`src/rtl/alarm_ctrl.sv`:
```
// Alarm-clock user interface: button-driven time/alarm set FSM plus the
// alarm compare, ring timeout and snooze sequencer.
module alarm_ctrl #(
    parameter int RING_SECS  = 60,
    parameter int SNOOZE_MIN = 5
) (
    input  logic       clk,
    input  logic       rst,
    input  logic       tick,
    input  logic       btn_mode,
    input  logic       btn_up,
    input  logic       btn_stop,
    input  logic       alarm_en,
    input  logic [5:0] cur_hour,
    input  logic [5:0] cur_minute,
    input  logic [5:0] cur_second,
    output logic       set_time,
    output logic [5:0] key_hour,
    output logic [5:0] key_minute,
    output logic [5:0] alm_hour,
    output logic [5:0] alm_minute,
    output logic [2:0] mode,
    output logic       ringing,
    output logic       snoozed
);

    typedef enum logic [2:0] {
        RUN   = 3'd0,
        SET_H = 3'd1,
        SET_M = 3'd2,
        ALM_H = 3'd3,
        ALM_M = 3'd4
    } state_t;

    localparam logic [5:0] RING_CNT = 6'(RING_SECS);
    localparam logic [6:0] SNZ_ADD  = 7'(SNOOZE_MIN);

    localparam int B_MODE = 0;
    localparam int B_UP   = 1;
    localparam int B_STOP = 2;

    function automatic logic [5:0] inc_wrap(input logic [5:0] v, input logic [5:0] lim);
        return (v >= lim - 6'd1) ? 6'd0 : v + 6'd1;
    endfunction

    state_t     state_reg, state_next;
    logic [2:0] btn_rel_reg, btn_rel_next;
    logic [2:0] btn_lvl, btn_ev;
    logic [5:0] edit_h_reg, edit_h_next, edit_m_reg, edit_m_next;
    logic [5:0] key_hour_reg, key_hour_next, key_minute_reg, key_minute_next;
    logic       set_time_reg, set_time_next;
    logic [5:0] alm_hour_reg, alm_hour_next, alm_minute_reg, alm_minute_next;
    logic [5:0] snz_hour_reg, snz_hour_next, snz_minute_reg, snz_minute_next;
    logic       ringing_reg, ringing_next, snoozed_reg, snoozed_next;
    logic [5:0] ring_cnt_reg, ring_cnt_next, ring_cnt_inc;
    logic       arm_reg, arm_next;
    logic       target_match, trigger;
    logic [6:0] snz_sum;
    logic [5:0] snz_hour_calc, snz_minute_calc;

    assign btn_lvl = {btn_stop, btn_up, btn_mode};

    // History flops hold "was released last cycle"; clearing them in reset
    // means a button held through reset cannot produce an event.
    generate
        for (genvar gi = 0; gi < 3; gi++) begin : g_btn
            assign btn_rel_next[gi] = ~btn_lvl[gi];
            assign btn_ev[gi]       = btn_lvl[gi] & btn_rel_reg[gi];
        end
    endgenerate

    assign target_match = snoozed_reg
        ? (cur_hour == snz_hour_reg && cur_minute == snz_minute_reg)
        : (cur_hour == alm_hour_reg && cur_minute == alm_minute_reg);

    assign trigger = (state_reg == RUN) && alarm_en && !ringing_reg && arm_reg
                     && target_match && (cur_second == 6'd0);

    assign ring_cnt_inc = ring_cnt_reg + 6'd1;

    // Sum kept one bit wider so large snooze values cannot alias below 60.
    assign snz_sum = {1'b0, cur_minute} + SNZ_ADD;
    always_comb begin
        snz_minute_calc = snz_sum[5:0];
        snz_hour_calc   = cur_hour;
        if (snz_sum >= 7'd60) begin
            snz_minute_calc = 6'(snz_sum - 7'd60);
            snz_hour_calc   = inc_wrap(cur_hour, 6'd24);
        end
    end

    always_comb begin
        state_next      = state_reg;
        edit_h_next     = edit_h_reg;
        edit_m_next     = edit_m_reg;
        key_hour_next   = key_hour_reg;
        key_minute_next = key_minute_reg;
        set_time_next   = 1'b0;
        alm_hour_next   = alm_hour_reg;
        alm_minute_next = alm_minute_reg;
        snz_hour_next   = snz_hour_reg;
        snz_minute_next = snz_minute_reg;
        ringing_next    = ringing_reg;
        snoozed_next    = snoozed_reg;
        ring_cnt_next   = ring_cnt_reg;
        arm_next        = arm_reg;

        if (cur_second != 6'd0) begin
            arm_next = 1'b1;
        end

        if (ringing_reg) begin
            if (btn_ev[B_STOP]) begin
                ringing_next = 1'b0;
                snoozed_next = 1'b0;
            end else if (btn_ev[B_UP]) begin
                ringing_next    = 1'b0;
                snoozed_next    = 1'b1;
                snz_hour_next   = snz_hour_calc;
                snz_minute_next = snz_minute_calc;
            end else if (tick) begin
                ring_cnt_next = ring_cnt_inc;
                if (ring_cnt_inc == RING_CNT) begin
                    ringing_next = 1'b0;
                    snoozed_next = 1'b0;
                end
            end
        end else if (trigger) begin
            ringing_next  = 1'b1;
            arm_next      = 1'b0;
            ring_cnt_next = 6'd0;
        end

        // Buttons belong to the ring sequencer while the alarm sounds.
        if (!ringing_reg) begin
            case (state_reg)
                RUN: begin
                    if (btn_ev[B_MODE]) begin
                        edit_h_next = cur_hour;
                        edit_m_next = cur_minute;
                        state_next  = SET_H;
                    end
                end
                SET_H: begin
                    if (btn_ev[B_STOP])      state_next  = RUN;
                    else if (btn_ev[B_MODE]) state_next  = SET_M;
                    else if (btn_ev[B_UP])   edit_h_next = inc_wrap(edit_h_reg, 6'd24);
                end
                SET_M: begin
                    if (btn_ev[B_STOP]) begin
                        state_next = RUN;
                    end else if (btn_ev[B_MODE]) begin
                        set_time_next   = 1'b1;
                        key_hour_next   = edit_h_reg;
                        key_minute_next = edit_m_reg;
                        state_next      = ALM_H;
                    end else if (btn_ev[B_UP]) begin
                        edit_m_next = inc_wrap(edit_m_reg, 6'd60);
                    end
                end
                ALM_H: begin
                    if (btn_ev[B_STOP]) begin
                        state_next = RUN;
                    end else if (btn_ev[B_MODE]) begin
                        state_next = ALM_M;
                    end else if (btn_ev[B_UP]) begin
                        alm_hour_next = inc_wrap(alm_hour_reg, 6'd24);
                        snoozed_next  = 1'b0;
                    end
                end
                ALM_M: begin
                    if (btn_ev[B_STOP] || btn_ev[B_MODE]) begin
                        state_next = RUN;
                    end else if (btn_ev[B_UP]) begin
                        alm_minute_next = inc_wrap(alm_minute_reg, 6'd60);
                        snoozed_next    = 1'b0;
                    end
                end
                default: state_next = RUN;
            endcase
        end

        if (!alarm_en) begin
            ringing_next = 1'b0;
            snoozed_next = 1'b0;
        end
    end

    always_ff @(posedge clk or negedge rst) begin
        if (!rst) begin
            state_reg      <= RUN;
            btn_rel_reg    <= 3'b000;
            edit_h_reg     <= 6'd0;
            edit_m_reg     <= 6'd0;
            key_hour_reg   <= 6'd0;
            key_minute_reg <= 6'd0;
            set_time_reg   <= 1'b0;
            alm_hour_reg   <= 6'd6;
            alm_minute_reg <= 6'd0;
            snz_hour_reg   <= 6'd0;
            snz_minute_reg <= 6'd0;
            ringing_reg    <= 1'b0;
            snoozed_reg    <= 1'b0;
            ring_cnt_reg   <= 6'd0;
            arm_reg        <= 1'b1;
        end else begin
            state_reg      <= state_next;
            btn_rel_reg    <= btn_rel_next;
            edit_h_reg     <= edit_h_next;
            edit_m_reg     <= edit_m_next;
            key_hour_reg   <= key_hour_next;
            key_minute_reg <= key_minute_next;
            set_time_reg   <= set_time_next;
            alm_hour_reg   <= alm_hour_next;
            alm_minute_reg <= alm_minute_next;
            snz_hour_reg   <= snz_hour_next;
            snz_minute_reg <= snz_minute_next;
            ringing_reg    <= ringing_next;
            snoozed_reg    <= snoozed_next;
            ring_cnt_reg   <= ring_cnt_next;
            arm_reg        <= arm_next;
        end
    end

    assign set_time   = set_time_reg;
    assign key_hour   = key_hour_reg;
    assign key_minute = key_minute_reg;
    assign alm_hour   = alm_hour_reg;
    assign alm_minute = alm_minute_reg;
    assign mode       = state_reg;
    assign ringing    = ringing_reg;
    assign snoozed    = snoozed_reg;

endmodule

```
`config.mk`:
```
export PLATFORM = sky130hd
export DESIGN_NAME = alarm_ctrl
export DESIGN_NICKNAME = d
export VERILOG_FILES = /design/src/rtl/alarm_ctrl.sv
export SDC_FILE = /design/constraint.sdc
export NUM_CORES = 1
export LEC_CHECK = 0
export CORE_ASPECT_RATIO = 1.5
export CORE_MARGIN = 3
export CORE_UTILIZATION = 40
export DETAILED_ROUTE_END_ITERATION = 7
export PLACE_DENSITY = 0.73
export REMOVE_ABC_BUFFERS = 1
export SYNTH_ARGS = -nofsm -noshare
export SYNTH_HDL_FRONTEND = slang
export SYNTH_SLANG_ARGS = --single-unit
export TNS_END_PERCENT = 10
```
`constraint.sdc`:
```
create_clock -name clk -period 2.2 [get_ports clk]
set_clock_uncertainty 0.05 [all_clocks]
set_input_delay 0.33 -clock clk [delete_from_list [all_inputs] [get_ports clk]]
set_output_delay 0.33 -clock clk [all_outputs]
set_load 0.1 [all_outputs]
```
# Yosys cells after proc, flatten, opt, wreduce, memory -nomap -nowiden
# Cells that the tools add are included.
dict set report op_classes {
  n_addsub 8
  n_lt_le_gt_ge 6
  n_eq_ne 23
  mux 58
  bitwise_logic 10
  reduce_logical 23
}
# op count
set op_table {}
lappend op_table {{$mux W6} 20}
lappend op_table {{$add A6 B1 Y6 const B} 6}
lappend op_table {{$mux W1} 26}
lappend op_table {{$eq A6 B6 Y1} 4}
lappend op_table {{$mux W3} 8}
lappend op_table {{$pmux W6 S2} 2}
lappend op_table {{$ne A2 B2 Y1 const B} 11}
lappend op_table {{$ge A6 B5 Y1 const B} 3}
lappend op_table {{$reduce_and A6 Y1} 3}
lappend op_table {{$pmux W3 S5} 1}
lappend op_table {{$ge A6 B6 Y1 const B} 2}
lappend op_table {{$reduce_and A4 Y1} 3}
lappend op_table {{$ne A3 B3 Y1 const B} 3}
lappend op_table {{$add A6 B3 Y7 const B} 1}
lappend op_table {{$ge A7 B6 Y1 const B} 1}
lappend op_table {{$logic_and A1 B1 Y1} 7}
lappend op_table {{$not A1 Y1} 7}
lappend op_table {{$eq A3 B2 Y1 const B} 2}
lappend op_table {{$eq A6 B6 Y1 const B} 1}
lappend op_table {{$logic_not A6 Y1} 1}
lappend op_table {{$reduce_bool A2 Y1} 3}
lappend op_table {{$reduce_bool A6 Y1} 1}
lappend op_table {{$sub A6 B6 Y6 const B} 1}
lappend op_table {{$reduce_and A5 Y1} 1}
lappend op_table {{other kinds (8)} 10}
dict set report totals {
  ff_bits 64
  inputBits 25
  output_inout_bits 30
  wordCells 143
}

# Longest topological paths before layout
dict set report logic_depth {
  depth_word 13
  mapped_depth 9
}

# Least setup slack after synthesis
# Ideal clock, no wire load.
dict set report synth_path {
  path_type {register -> register}
  start {register state_reg[0] (netlist: mode[0])}
  end {register edit_h_reg[2]}
  setup_time_ns 0.076
  arrival_time_ns 2.369
  path_slack_ns -0.296
  stages_incl_launch_ff 8
  synth_period_minus_slack_ns 2.496
  cell_sequence {dfrtp_1 buf_4 or3b_1 clkbuf_2 a211o_1 nor3b_1 a21oi_1 o21ai_1}
}
dict set report synth_via {
  elab_chain_cells 3
}
# item line
set synth_lines {}
lappend synth_lines {{from (decl)} 46} ;# state_t state_reg, state_next;
lappend synth_lines {{from (signal assigned)} 207} ;# state_reg <= state_next;
lappend synth_lines {{$eq A3 B1 Y1 / $logic_not A3 Y1 (equally long branches)} 136} ;# case (state_reg)
lappend synth_lines {{$ne A2 B2 Y1 (no line) / $reduce_bool A2 Y1 (equally long branches)} --}
lappend synth_lines {{$reduce_and A6 Y1 (no line)} --}
lappend synth_lines {{to (signal assigned)} 209} ;# edit_h_reg <= edit_h_next;
lappend synth_lines {{to (decl)} 49} ;# logic [5:0] edit_h_reg, edit_h_next, edit_m_reg, edit_m_next;
# Parallel ways exist; a longest one is shown, timed or not.
# A chain may end at the register's enable or synchronous reset.

# Worst setup path in the final report
dict set report layout_path {
  start {input port cur_minute[3]}
  end {register arm_reg}
}
dict set report layout_via {
  elab_chain_cells 7
}
# item line
set layout_lines {}
lappend layout_lines {{from (decl)} 15} ;# input logic [5:0] cur_minute,
lappend layout_lines {{$eq A6 B6 Y1 (on tied branches)} {74, 73}}
lappend layout_lines {{$logic_and A1 B1 Y1 (on tied branches)} {74, 73}}
lappend layout_lines {{$mux W1 *} 73} ;# ? (cur_hour == snz_hour_reg && cur_minute == snz_minute_reg)
lappend layout_lines {{$logic_and A1 B1 Y1 * (2 in series)} 77} ;# && target_match && (cur_second == 6'd0);
lappend layout_lines {{$mux W1 *} 128} ;# end else if (trigger) begin
lappend layout_lines {{$mux W1 *} 112} ;# if (ringing_reg) begin
lappend layout_lines {{named net arm_next} 56} ;# logic arm_reg, arm_next;
lappend layout_lines {{to (signal assigned)} 221} ;# arm_reg <= arm_next;
lappend layout_lines {{to (decl)} 56}
# The timed path passes the listed nets; every way through them passes the cells marked *.

==> metrics.md <==
| Metric | Value |
|---|---|
| Crit path buffers/inverters | `2` |
| Data arrival time of the worst path | `2290 ps` |
| Starting Density | `41.9%` |
| Full die area | `0.0107 mm2` |
| Power per cell area | `946 mW/mm2` |
| Largest net degree at the start of global routing | `65` |
| Seq/Total Area, Yosys | `42.4%` |
| H-tree lvl count | `3` |
| #FFs+latches synth | `64` |
| Actual slew at the worst max-slew pin | `363 ps` |
| Clk_lat worst skew | `330 ps` |
| Synth area leaders | `dfrtp_1, o21ai_0, nand2_1, mux2_2, xnor2_1` |
| Placed Area | `0.00466 mm2` |
| Cell with the most instances after synthesis | `dfrtp_1` |
| Row count | `42` |
| Count of different cell masters after synthesis | `62` |
| Setup crit start kind | `primary input` |
| Initial antenna violation count | `0` |
| Final Power | `4.74 mW` |
| Final net count | `539` |
| Setup Viol. Count Final | `0` |
| Compound-cell area share of the yosys netlist | `19.7%` |
| Worst Path Max Fanout | `3` |
| Delay of the slowest critical-path stage | `530 ps` |
| Final min period | `2090 ps` |
| # clock sinks | `64` |
| TritonCTS clock tree | `done` |
| Hold Crit Class | `flop to flop` |
| Max cap viols | `0` |
| Slowest cell on the critical path | `or4_4` |
| Vias in the first global route | `3500` |
| Total CTS buffers | `9` |
| Non-filler cells, final | `620` |
| Post-synth top area cell | `dfrtp_1` |
| Horiz. Die Dim | `85.4 um` |
| I/O Buffers | `54` |
| GP Congestion | `0.887` |
| Worst-case setup margin in the final layout | `107 ps` |
| Kind of critical path | `primary input to flop` |
| Avg Vias per Cell | `5.57` |
| Cell Int Power | `2.83 mW` |
| Wl on met1 | `4140 um` |
| Post-synth top flop | `dfrtp_1` |
| Synth Warn # | `0` |
| Antenna cells | `0` |
| Hold violation count in the final report | `0` |
| Worst EP required | `2400 ps` |
| Layout area overhead | `32.5%` |
| Unrepaired setup endpoints after global routing | `false` |
| Global route overflow | `0` |
| Root Buffer | `clkbuf_16` |
| Largest family of logic cells by synthesized area | `simple AND/OR/NAND/NOR gates` |
| Outcome | `finished, final reports clean` |
| GR Util All Layers | `19.1%` |
| Met3 wire len | `429 um` |
| WL/cell | `16.1 um` |
| Adder-cell area share of the yosys netlist | `2.98%` |
| Final period util | `95.1%` |
| Top Layer Used | `met4` |
| Crit path cell chain | `clkdlybuf4s50_1 > buf_4 > xnor2_1 > nand4_1 > or4_4 > a2111oi_2 > o21bai_1` |
| CP endpoint kind | `flop` |
| Drc violations | `0` |
| Clock buffer depth | `2` |
| Dpl cells | `601` |
| Post-Synth Simple-Gate Area | `20.4%` |
| DR WL met2 | `5190 um` |
| Cell family with most CP delay | `buffers and inverters` |
| Detailed Place HPWL | `7360 um` |
| Die Height | `125 um` |
| Clk slew on worst S/H paths | `50 ps` |
| Final wirelength | `9970 um` |
| Sequential Power Share | `33.3%` |
| Clk pwr share | `30.7%` |
| Asr flop ratio synth | `100%` |
| Vias | `3455` |
| Yosys top cell area share | `40.3%` |
| Post-synthesis mux area share | `3.57%` |
| Final Slew Violations | `0` |
| Comb pwr share | `36.0%` |
| Share of layout cells above drive strength 1 | `24.9%` |
| Setup WS pre-CTS | `-427 ps` |
| I/O Pins | `55` |
| Sw Ratio | `40.3%` |
| Synth Instances | `411` |
| Synth cell count leaders | `dfrtp_1, nand2_1, o21ai_0` |
| Detail Route Antenna Nets | `0` |
| DR pass1 iterations | `4` |
| Setup TNS | `0 ps` |
| EDFF count, synth | `0` |
| Peak supply drop | `0.848 mV` |
| P_sw | `1.91 mW` |
| Initial DRC Count | `218` |
| Core area | `0.00904 mm2` |
| Post-synthesis area per instance | `9.21 um2` |
| First-pass GRT wire length | `16600 um` |
| Rel. slew slack | `75.7%` |
| Fin area | `0.00501 mm2` |
| FMAX | `478 MHz` |
| Leak | `2.32 nW` |
| Post-synthesis cell area | `0.00378 mm2` |
| XOR/XNOR Fraction of Synth Area | `6.48%` |
## routing by layer
layer | track usage, % | vias to the layer above
met5 | 0 | -
met4 | 7.74 | 0
met3 | 3.95 | 19
met2 | 33.1 | 81
met1 | 22.7 | 1691
li1 | - | 1664
## cell families after synthesis
family          Yosys count
mux                      12
fa+ha+maj                 9
simple gates            148
flops                    64
buf+inv                  39
compound gates          111
xor+xnor                 28
## power by group through the flow
stage,registers [mW],clock network (mW),logic [mW]
2_1_floorplan,2.35,0,0.444
3_3_place_gp,1.59,0,1.67
3_5_place_dp,1.61,0,1.70
4_1_cts,1.58,1.49,1.71
5_1_grt,1.62,1.55,1.80
6_report,1.58,1.46,1.70
## placed cells by master (no fill, tap or decap), types with 3 or more instances in the layout
master	instances
nor3b_1	5
o31ai_1	3
nand2_1	45
buf_4	77
nor4_1	3
clkbuf_16	9
o21ai_1	4
a22oi_1	4
clkdlybuf4s50_1	20
or2_2	4
and3_1	4
xor2_1	13
o21ai_0	39
mux2_2	12
xnor2_1	15
a22o_1	5
o221ai_1	3
inv_1	17
dfrtp_1	61
nor2b_1	6
nor2_1	22
nand4_1	7
o21a_1	3
and2_1	7
dfstp_2	3
o211ai_1	4
clkinvlp_4	3
nand2b_1	3
nor3_1	8
nand3_1	19
a21o_1	6
a21oi_1	19
ha_1	8
## worst paths after layout
check                                         endpoint                           from  slack, ps  depth (start not counted)
max                                  arm_reg$_DFF_PN1_                  cur_minute[3]        110                          7
min                                  arm_reg$_DFF_PN1_              arm_reg$_DFF_PN1_        440                          2
max reg2reg                          arm_reg$_DFF_PN1_  snz_minute_reg[4]$_DFFE_PN0P_        250                          5
min reg2reg                          arm_reg$_DFF_PN1_              arm_reg$_DFF_PN1_        440                          2
max in group asynchronous            arm_reg$_DFF_PN1_                            rst       1290                          3
min in group asynchronous  ring_cnt_reg[4]$_DFFE_PN0P_                            rst        490                          3
## cell type report
| type | instances | area [um2] |
|---|---|---|
| Fill cell | 816 | 4030 |
| Multi-Input combinational cell | 308 | 2020 |
| Inverter | 17 | 63.8 |
| Clock inverter | 4 | 52.6 |
| Tap cell | 110 | 138 |
| Sequential cell | 64 | 1610 |
| Clock buffer | 12 | 256 |
| Timing Repair Buffer | 105 | 878 |
## per-stage QoR
stage	util, %	hold slack (ps)
floorplan	-	-15.6
global placement	51.6	314
detailed placement	51.6	321
CTS	55.2	434
global route	55.5	466
finish	55.5	442
## worst register-to-register path, cell delays in order, from the launching register on
cell and delay [ps]:
dfrtp_1 390, xnor2_1 240, nand4_1 130, or4_4 560, a2111oi_2 400, o21bai_1 100
## timing repair
action                                  in CTS  in global routing
pin swaps                                    0                  1
resized for setup                            4                  3
hold buffers                                 1                  0
buffers inserted                             0                  2
cloned                                       0                  0
hold endpoints to repair                    61                  0
endpoints found under the setup margin       6                  7
No activity file was read; power rests on OpenSTA's default activity.
